**config.mk**
```make
export PLATFORM = sky130hd
export DESIGN_NAME = image_auto_gain_ctrl
export DESIGN_NICKNAME = d
export VERILOG_FILES = /design/src/rtl/image_auto_gain_ctrl.sv
export SDC_FILE = /design/constraint.sdc
export NUM_CORES = 1
export LEC_CHECK = 0
export ABC_AREA = 1
export CELL_PAD_IN_SITES_DETAIL_PLACEMENT = 0
export CELL_PAD_IN_SITES_GLOBAL_PLACEMENT = 1
export CORE_MARGIN = 3
export CORE_UTILIZATION = 50
export CTS_CLUSTER_SIZE = 10
export DETAILED_ROUTE_END_ITERATION = 7
export DONT_BUFFER_PORTS = 1
export GPL_TIMING_DRIVEN = 0
export PLACE_DENSITY = 0.85
export SETUP_SLACK_MARGIN = 0.4
export SYNTH_ARGS = -nofsm -noshare
export SYNTH_HDL_FRONTEND = slang
export SYNTH_SLANG_ARGS = --single-unit
```
**constraint.sdc**
```tcl
create_clock -name clk -period 17.23 [get_ports clk]
set_input_delay 3.446 -clock clk [delete_from_list [all_inputs] [get_ports clk]]
set_output_delay 3.446 -clock clk [all_outputs]
set_load 0.005 [all_outputs]
```
**src/rtl/image_auto_gain_ctrl.sv**
```systemverilog
// Frame-mean luma auto gain controller: measures mean Y per frame and commits a 9-bit gain at the vs falling edge.
// Optional build macro AGC_SMOOTH_EN blends each new result into the current gain with a rounded 3:1 IIR.
module image_auto_gain_ctrl #(
    parameter int SUM_W        = 32,
    parameter int CNT_W        = 24,
    parameter int DEFAULT_GAIN = 256
) (
    input  logic        clk,
    input  logic        reset_n,
    input  logic        agc_en,
    input  logic [8:0]  manual_gain,
    input  logic [7:0]  target_luma,
    input  logic        vs_in,
    input  logic        valid_i,
    input  logic [23:0] img_data_i,
    output logic [8:0]  adjust_val,
    output logic        gain_update,
    output logic        busy
);

    localparam int NW   = CNT_W + 16;
    localparam int PW   = CNT_W + 8;
    localparam int BC_W = $clog2(NW);

    // busy is bit 0 of the encoding so it comes straight from a flop
    typedef enum logic [1:0] {
        ST_IDLE = 2'b00,
        ST_DIV  = 2'b01,
        ST_PEND = 2'b11
    } state_t;

    function automatic logic [SUM_W-1:0] sum_add(input logic [SUM_W-1:0] a, input logic [7:0] b);
        logic [SUM_W:0] t;
        t = {1'b0, a} + {{(SUM_W - 7){1'b0}}, b};
        if (t[SUM_W]) begin
            return {SUM_W{1'b1}};
        end else begin
            return t[SUM_W-1:0];
        end
    endfunction

    function automatic logic [CNT_W-1:0] cnt_inc(input logic [CNT_W-1:0] a);
        if (&a) begin
            return a;
        end else begin
            return a + CNT_W'(1);
        end
    endfunction

    function automatic logic [8:0] clamp_gain(input logic [NW-1:0] q);
        if (|q[NW-1:9]) begin
            return 9'd511;
        end else begin
            return q[8:0];
        end
    endfunction

`ifdef AGC_SMOOTH_EN
    function automatic logic [8:0] iir_gain(input logic [8:0] prev, input logic [8:0] res);
        logic [10:0] acc;
        acc = 11'd3 * {2'd0, prev} + {2'd0, res} + 11'd2;
        return 9'(acc >> 2);
    endfunction
`endif

    logic [15:0]      luma_s;
    logic [7:0]       y_r;
    logic             y_valid_r;
    logic             vs_d_r;
    logic             vs_dd_r;
    logic             frame_end_s;
    logic [SUM_W-1:0] sum_r;
    logic [CNT_W-1:0] cnt_r;
    logic [SUM_W-1:0] snap_sum_s;
    logic [CNT_W-1:0] snap_cnt_s;
    logic [PW-1:0]    prod_s;
    logic [NW-1:0]    numer_s;

    state_t           state_r;
    logic [NW-1:0]    quo_r;
    logic [SUM_W-1:0] rem_r;
    logic [SUM_W-1:0] den_r;
    logic [BC_W-1:0]  bit_cnt_r;
    logic [8:0]       result_r;
    logic [SUM_W:0]   trial_s;
    logic             ge_s;
    logic [SUM_W-1:0] diff_s;
    logic [SUM_W-1:0] rem_next_s;
    logic [NW-1:0]    quo_next_s;
    logic [8:0]       commit_s;
    logic             upd_s;

    assign luma_s = 16'd77  * {8'd0, img_data_i[23:16]}
                  + 16'd150 * {8'd0, img_data_i[15:8]}
                  + 16'd29  * {8'd0, img_data_i[7:0]};

    // Luma pipeline stage and sync/qualifier delays
    always_ff @(posedge clk or negedge reset_n) begin
        if (!reset_n) begin
            y_r       <= 8'd0;
            y_valid_r <= 1'b0;
            vs_d_r    <= 1'b0;
            vs_dd_r   <= 1'b0;
        end else begin
            y_r       <= 8'(luma_s >> 8);
            y_valid_r <= valid_i;
            vs_d_r    <= vs_in;
            vs_dd_r   <= vs_d_r;
        end
    end

    assign frame_end_s = vs_d_r & ~vs_dd_r;
    assign snap_sum_s  = y_valid_r ? sum_add(sum_r, y_r) : sum_r;
    assign snap_cnt_s  = y_valid_r ? cnt_inc(cnt_r) : cnt_r;
    assign prod_s      = PW'(target_luma) * PW'(snap_cnt_s);
    assign numer_s     = {prod_s, 8'd0};

    // Frame statistics; the pixel coincident with frame end goes into the snapshot
    always_ff @(posedge clk or negedge reset_n) begin
        if (!reset_n) begin
            sum_r <= {SUM_W{1'b0}};
            cnt_r <= {CNT_W{1'b0}};
        end else if (frame_end_s) begin
            sum_r <= {SUM_W{1'b0}};
            cnt_r <= {CNT_W{1'b0}};
        end else if (y_valid_r) begin
            sum_r <= sum_add(sum_r, y_r);
            cnt_r <= cnt_inc(cnt_r);
        end
    end

    // One restoring-division step; remainder stays below den_r so SUM_W bits suffice
    always_comb begin
        trial_s    = {rem_r, quo_r[NW-1]};
        ge_s       = (trial_s >= {1'b0, den_r});
        diff_s     = trial_s[SUM_W-1:0] - den_r;
        rem_next_s = ge_s ? diff_s : trial_s[SUM_W-1:0];
        quo_next_s = {quo_r[NW-2:0], ge_s};
    end

`ifdef AGC_SMOOTH_EN
    assign commit_s = iir_gain(adjust_val, result_r);
    assign upd_s    = (commit_s != adjust_val);
`else
    assign commit_s = result_r;
    assign upd_s    = 1'b1;
`endif

    // Gain FSM: divide, wait for vs low, then commit
    always_ff @(posedge clk or negedge reset_n) begin
        if (!reset_n) begin
            state_r     <= ST_IDLE;
            quo_r       <= {NW{1'b0}};
            rem_r       <= {SUM_W{1'b0}};
            den_r       <= {SUM_W{1'b0}};
            bit_cnt_r   <= {BC_W{1'b0}};
            result_r    <= 9'd0;
            adjust_val  <= 9'(DEFAULT_GAIN);
            gain_update <= 1'b0;
        end else begin
            gain_update <= 1'b0;
            if (!agc_en) begin
                adjust_val <= manual_gain;
            end
            if (frame_end_s) begin
                // a new frame always supersedes any result still in flight
                if (|snap_cnt_s) begin
                    quo_r     <= numer_s;
                    rem_r     <= {SUM_W{1'b0}};
                    den_r     <= snap_sum_s;
                    bit_cnt_r <= BC_W'(NW - 1);
                    if (~|snap_sum_s) begin
                        result_r <= 9'd511;
                        state_r  <= ST_PEND;
                    end else begin
                        state_r  <= ST_DIV;
                    end
                end else begin
                    state_r <= ST_IDLE;
                end
            end else begin
                case (state_r)
                    ST_IDLE: begin
                        state_r <= ST_IDLE;
                    end
                    ST_DIV: begin
                        quo_r <= quo_next_s;
                        rem_r <= rem_next_s;
                        if (bit_cnt_r == BC_W'(0)) begin
                            result_r <= clamp_gain(quo_next_s);
                            state_r  <= ST_PEND;
                        end else begin
                            bit_cnt_r <= bit_cnt_r - BC_W'(1);
                        end
                    end
                    ST_PEND: begin
                        if (!vs_in) begin
                            state_r <= ST_IDLE;
                            if (agc_en) begin
                                adjust_val  <= commit_s;
                                gain_update <= upd_s;
                            end
                        end
                    end
                    default: begin
                        state_r <= ST_IDLE;
                    end
                endcase
            end
        end
    end

    assign busy = state_r[0];

endmodule
```
==> Word-level counts from Yosys, hierarchy flattened <==
Index checks and enable logic that the tools add are counted.
{ "word_totals": {"out_inout_bits": 11, "register_bits": 198, "input_bits": 46, "elab_cells": 84} }
{ "classes": {"n_mux": 38, "reduce_logical": 12, "add_sub_neg": 6, "n_eq_ne": 7, "multipliers": 4, "order_cmp": 1, "n_bitwise": 2} }
{ "ops": {"columns": ["op", "n"], "rows": [
  ["two-way mux 32 bit", 7],
  ["two-way mux 40 bit", 3],
  ["two-way mux 9 bit", 11],
  ["two-way mux 24 bit", 3],
  ["adder 32 x 8 -> 33 bit", 1],
  [">= comparator 33 x 32 -> 1 bit", 1],
  ["multiplier 8 x 24 -> 32 bit", 1],
  ["OR reduction 32 bit", 1],
  ["subtractor 32 bit", 1],
  ["OR reduction 31 bit", 1],
  ["multiplier 7 x 8 -> 15 bit (first input constant)", 2],
  ["adder 24 x 1 -> 24 bit (second input constant)", 1],
  ["two-way mux 6 bit", 4],
  ["AND reduction 24 bit", 1],
  ["OR reduction 24 bit", 1],
  ["adder 15 x 16 -> 16 bit", 1],
  ["adder 16 x 13 -> 16 bit", 1],
  ["multiplier 5 x 8 -> 13 bit (first input constant)", 1],
  ["two-way mux 2 bit", 5],
  ["zero test 6 bit", 1],
  ["inequality test 3 bit (second input constant)", 2],
  ["AND reduction 2 bit", 3],
  ["subtractor 6 x 1 -> 6 bit (second input constant)", 1],
  ["two-way mux 1 bit", 4],
  ["other kinds (10)", 12]
]} }

==> Depth between registers and ports, before layout <==
{ "depth": {"depth_word": 7, "ltp_mapped": 36} }

==> Least setup slack after synthesis <==
Ideal clock, no wire load.
{ "synth_timing": {"path_kind": "input port to flip-flop", "startpoint": "in img_data_i[12]", "endpoint": "reg y_r[5]", "arrival_time_ns": 8.722, "setup_ns": 0.135, "stages": 25, "path_slack_ns": 8.374, "cell_sequence": "ha_1 -> ha_1 -> inv_1 -> fa_1 -> fa_1 -> inv_1 -> ha_1 -> inv_1 -> nor2_1 -> nor2_1 -> xor2_1 -> inv_1 -> ha_1 -> inv_1 -> fa_1 -> fa_1 -> fa_1 -> inv_1 -> ha_1 -> nand2_1 -> nand2_1 -> a221oi_1 -> nand3_1 -> a211oi_1 -> a221oi_1"} }
{ "synth_between": {"elab_chain_len": 3} }
{ "synth_rtl": {"columns": ["element", "line_no", "source"], "rows": [
  ["start, declared", "15", "input logic [23:0] img_data_i,"],
  ["multiplier 7 x 8 -> 15 bit", "94", "+ 16'd150 * {8'd0, img_data_i[15:8]}"],
  ["adder 15 x 16 -> 16 bit", "94", null],
  ["adder 16 x 13 -> 16 bit", "95", "+ 16'd29 * {8'd0, img_data_i[7:0]};"],
  ["net luma_s[13]", "66", "logic [15:0] luma_s;"],
  ["end signal, assigned", "105", "y_r <= 8'(luma_s >> 8);"],
  ["end, declared", "67", "logic [7:0] y_r;"]
]} }
The timed path passes the listed nets, and every way through them passes these cells.
A chain may end at the register's enable or synchronous reset.

==> Worst setup path after layout <==
{ "layout_timing": {"startpoint": "in img_data_i[12]", "endpoint": "reg y_r[7]"} }
The elaborated chain is that of the path after synthesis.

==> results.json <==
{
  "power.total_mw": 3.74,
  "synth_top_cell_area_share": 0.231,
  "via_per_inst": 5.36,
  "cts-resized-gates": 0,
  "grt_pass1_wl_mm": 95.6,
  "clockBufferDepth": 2,
  "rows": 75,
  "cts_setup_buffers": 0,
  "worstPathMaxFanout": 4,
  "num_antenna_cells": 0,
  "core_area_sq_mm": 0.0420,
  "fin_worst_hold_slack_ns": 0.390,
  "numCtsBuffers": 17,
  "area_growth_syn_to_layout_pct": 6.08,
  "track_usage": 0.267,
  "cp.required_ns": 17.59,
  "min_period_over_period": 0.506,
  "status": "completed",
  "post_drt_wl_per_cell_microns": 16.9,
  "io_pins": 57,
  "async_reset_ff_frac": 1.00,
  "critPathMaxStageDelay_ns": 0.55,
  "synthTopCellsByCount": "nand2_1, inv_1, nor2_1",
  "cts.sink_count": 198,
  "synth_area_leaders": "dfrtp_1, fa_1, nand2_1",
  "irDropWorstVdd_mv": 0.107,
  "routed-via-count": 18562,
  "max-cap-violations": 0,
  "drt_wl_total_mm": 58.5,
  "holdCritPathClass": "flip-flop to flip-flop",
  "finalWeightedCongestion": 0.946,
  "grt_overflow": 0,
  "start_util": 0.508,
  "drt_iter0_markers": 1384,
  "endpoint_kind": "flip-flop",
  "finalMaxSlewViolations": 0,
  "nets": 3325,
  "arrival_ns": 9.07,
  "avgSynthCellArea_sq_um": 7.39,
  "min_from": "vs_d_r",
  "yosysMostFrequentCell": "nand2_1",
  "syn_inst": 2892,
  "r2r_slack_ns": 10.66,
  "synth.cell_area_sq_mm": 0.0214,
  "tns_ns": 0,
  "dp_hpwl_mm": 47.1,
  "r2r_end": "quo_r[31]",
  "rsz0062_at_grt": "false",
  "clk-insertion-delay-late_ns": 0.49,
  "fmax_ghz": 0.115,
  "powerDensity_mw_per_mm2": 165,
  "critPathLaunchType": "input pin",
  "first_global_vias": 18535,
  "die_w_microns": 213,
  "yosysSeqAreaShare": 0.232,
  "syn-num-nets": 3306,
  "path_clk_slew_ns": 0.08,
  "holdPathStages": 0,
  "drive_gt1_frac": 0.0400,
  "synth_edf_count": 0,
  "synth_largest_area_cell": "dfrtp_1",
  "finalCriticalPeriod_ns": 8.72,
  "worst_slew_pin_slew_ns": 0.925,
  "min_to": "vs_dd_r",
  "cts_hold_buf": 0,
  "htree_num_levels": 4,
  "crit_top_cell": "inv_1",
  "finalSetupViolCount": 0,
  "drc": 0,
  "synth_cell_types": 48,
  "rr_worst_depth": 34,
  "crit_slowest_cell": "fa_1",
  "yosys_warnings": 0,
  "slew_headroom": 0.384,
  "ys.flop_type": "dfrtp_1",
  "grt_max_degree": 199,
  "ant_nets": 0,
  "first_pass_iters": 5,
  "cts_tree": "done",
  "fin_skew_ns": 0.0133,
  "port_buffers": 0,
  "p_leak_nw": 11.6,
  "fp.dieH_microns": 213,
  "antenna_found_initial": 0,
  "hold_viol": 0,
  "worstSetupPathType": "input pin to flip-flop",
  "post-route-util": 0.539,
  "clockRootBuffer": "clkbuf_16",
  "timing.rr.start": "cnt_r[0]",
  "ys_ff_latch": 198,
  "dieArea_sq_mm": 0.0452
}
[critical path, delay by kind of cell]
kind | cells | cell delay (ns)
adders and majority gates | 10 | 4.00
buffers and inverters | 7 | 0.44
xor gates and xnor gates | 2 | 0.35
and+or+nand+nor | 3 | 0.21
AOI/OAI and AO/OA | 3 | 0.63
[cell families (layout without fill, tap and decap cells)]
kind of cell               Yosys count  count (layout)  synth area share
AOI/OAI and AO/OA                  390             390             0.102
xor gates and xnor gates            66              66            0.0271
adders and majority gates          368             368             0.282
buffers and inverters              588             620             0.107
DFF                                198             198             0.232
and+or+nand+nor                   1282            1282             0.250
[through the flow]
stage / area [sq um] / std cells / setup WS, ns
2_1_floorplan: 21400 / 2892 / 8.37
3_3_place_gp: 22000 / 3431 / 8.08
3_5_place_dp: 22000 / 3431 / 8.00
4_1_cts: 22700 / 3463 / 8.52
5_1_grt: 22700 / 3463 / 8.15
6_report: 22700 / 3463 / 8.51
[registers in the layout, indices dropped and copies added (netlist names)]
name         flops
commit_s         9
y_valid_r        1
adjust_val       9
den_r           32
state_r          2
bit_cnt_r        6
rem_r           32
quo_r           40
sum_r           32
cnt_r           24
gain_update      1
vs_d_r           1
vs_dd_r          1
y_r              8
[cell usage in the layout, fill, tap and decap left out, drive strengths merged, types with 42 or more instances in the layout]
cell type | Yosys | routed
nor2 | 403 | 403
fa | 189 | 189
ha | 179 | 179
clkbuf | 41 | 58
inv | 511 | 518
nand3 | 138 | 138
a21oi | 120 | 120
nand2 | 642 | 642
nand4 | 42 | 42
xor2 | 43 | 43
o21ai | 179 | 179
dfrtp | 197 | 197
[layout make-up]
cell class                      count  area (sq um)
Fill cell                        4095         19400
Multi-Input combinational cell   2106         14100
Sequential cell                   198          4960
Inverter                          514          1930
Tap cell                          539           674
Clock buffer                       17           425
Buffer                             74           353
Clock inverter                     15           199
[how the worst max path moves through the flow]
stage	end	startpoint	depth (start not counted)
final	y_r[7]	img_data_i[12]	25
after detailed placement	y_r[7]	img_data_i[12]	25
after global routing	y_r[5]	img_data_i[12]	25
after CTS	y_r[7]	img_data_i[12]	25
after floorplan	y_r[5]	img_data_i[12]	25
after global placement	y_r[5]	img_data_i[12]	25
[layer usage]
layer | wire [microns] | global-route usage | up-vias | share of wire
li1 | - | - | 9126 | -
met1 | 27100 | 0.374 | 8946 | 0.46
met2 | 27500 | 0.439 | 441 | 0.47
met3 | 2950 | 0.0438 | 49 | 0.050
met4 | 942 | 0.0610 | 0 | 0.016
met5 | 0 | 0 | - | 0
[report_power, final]
part / leakage [nW] / internal, mW / switching (mW)
Combinational: 8.79 / 0.985 / 1.62
Clock: 0.298 / 0.210 / 0.218
Sequential: 2.52 / 0.613 / 0.0982
(Power assumes the default switching activity.)
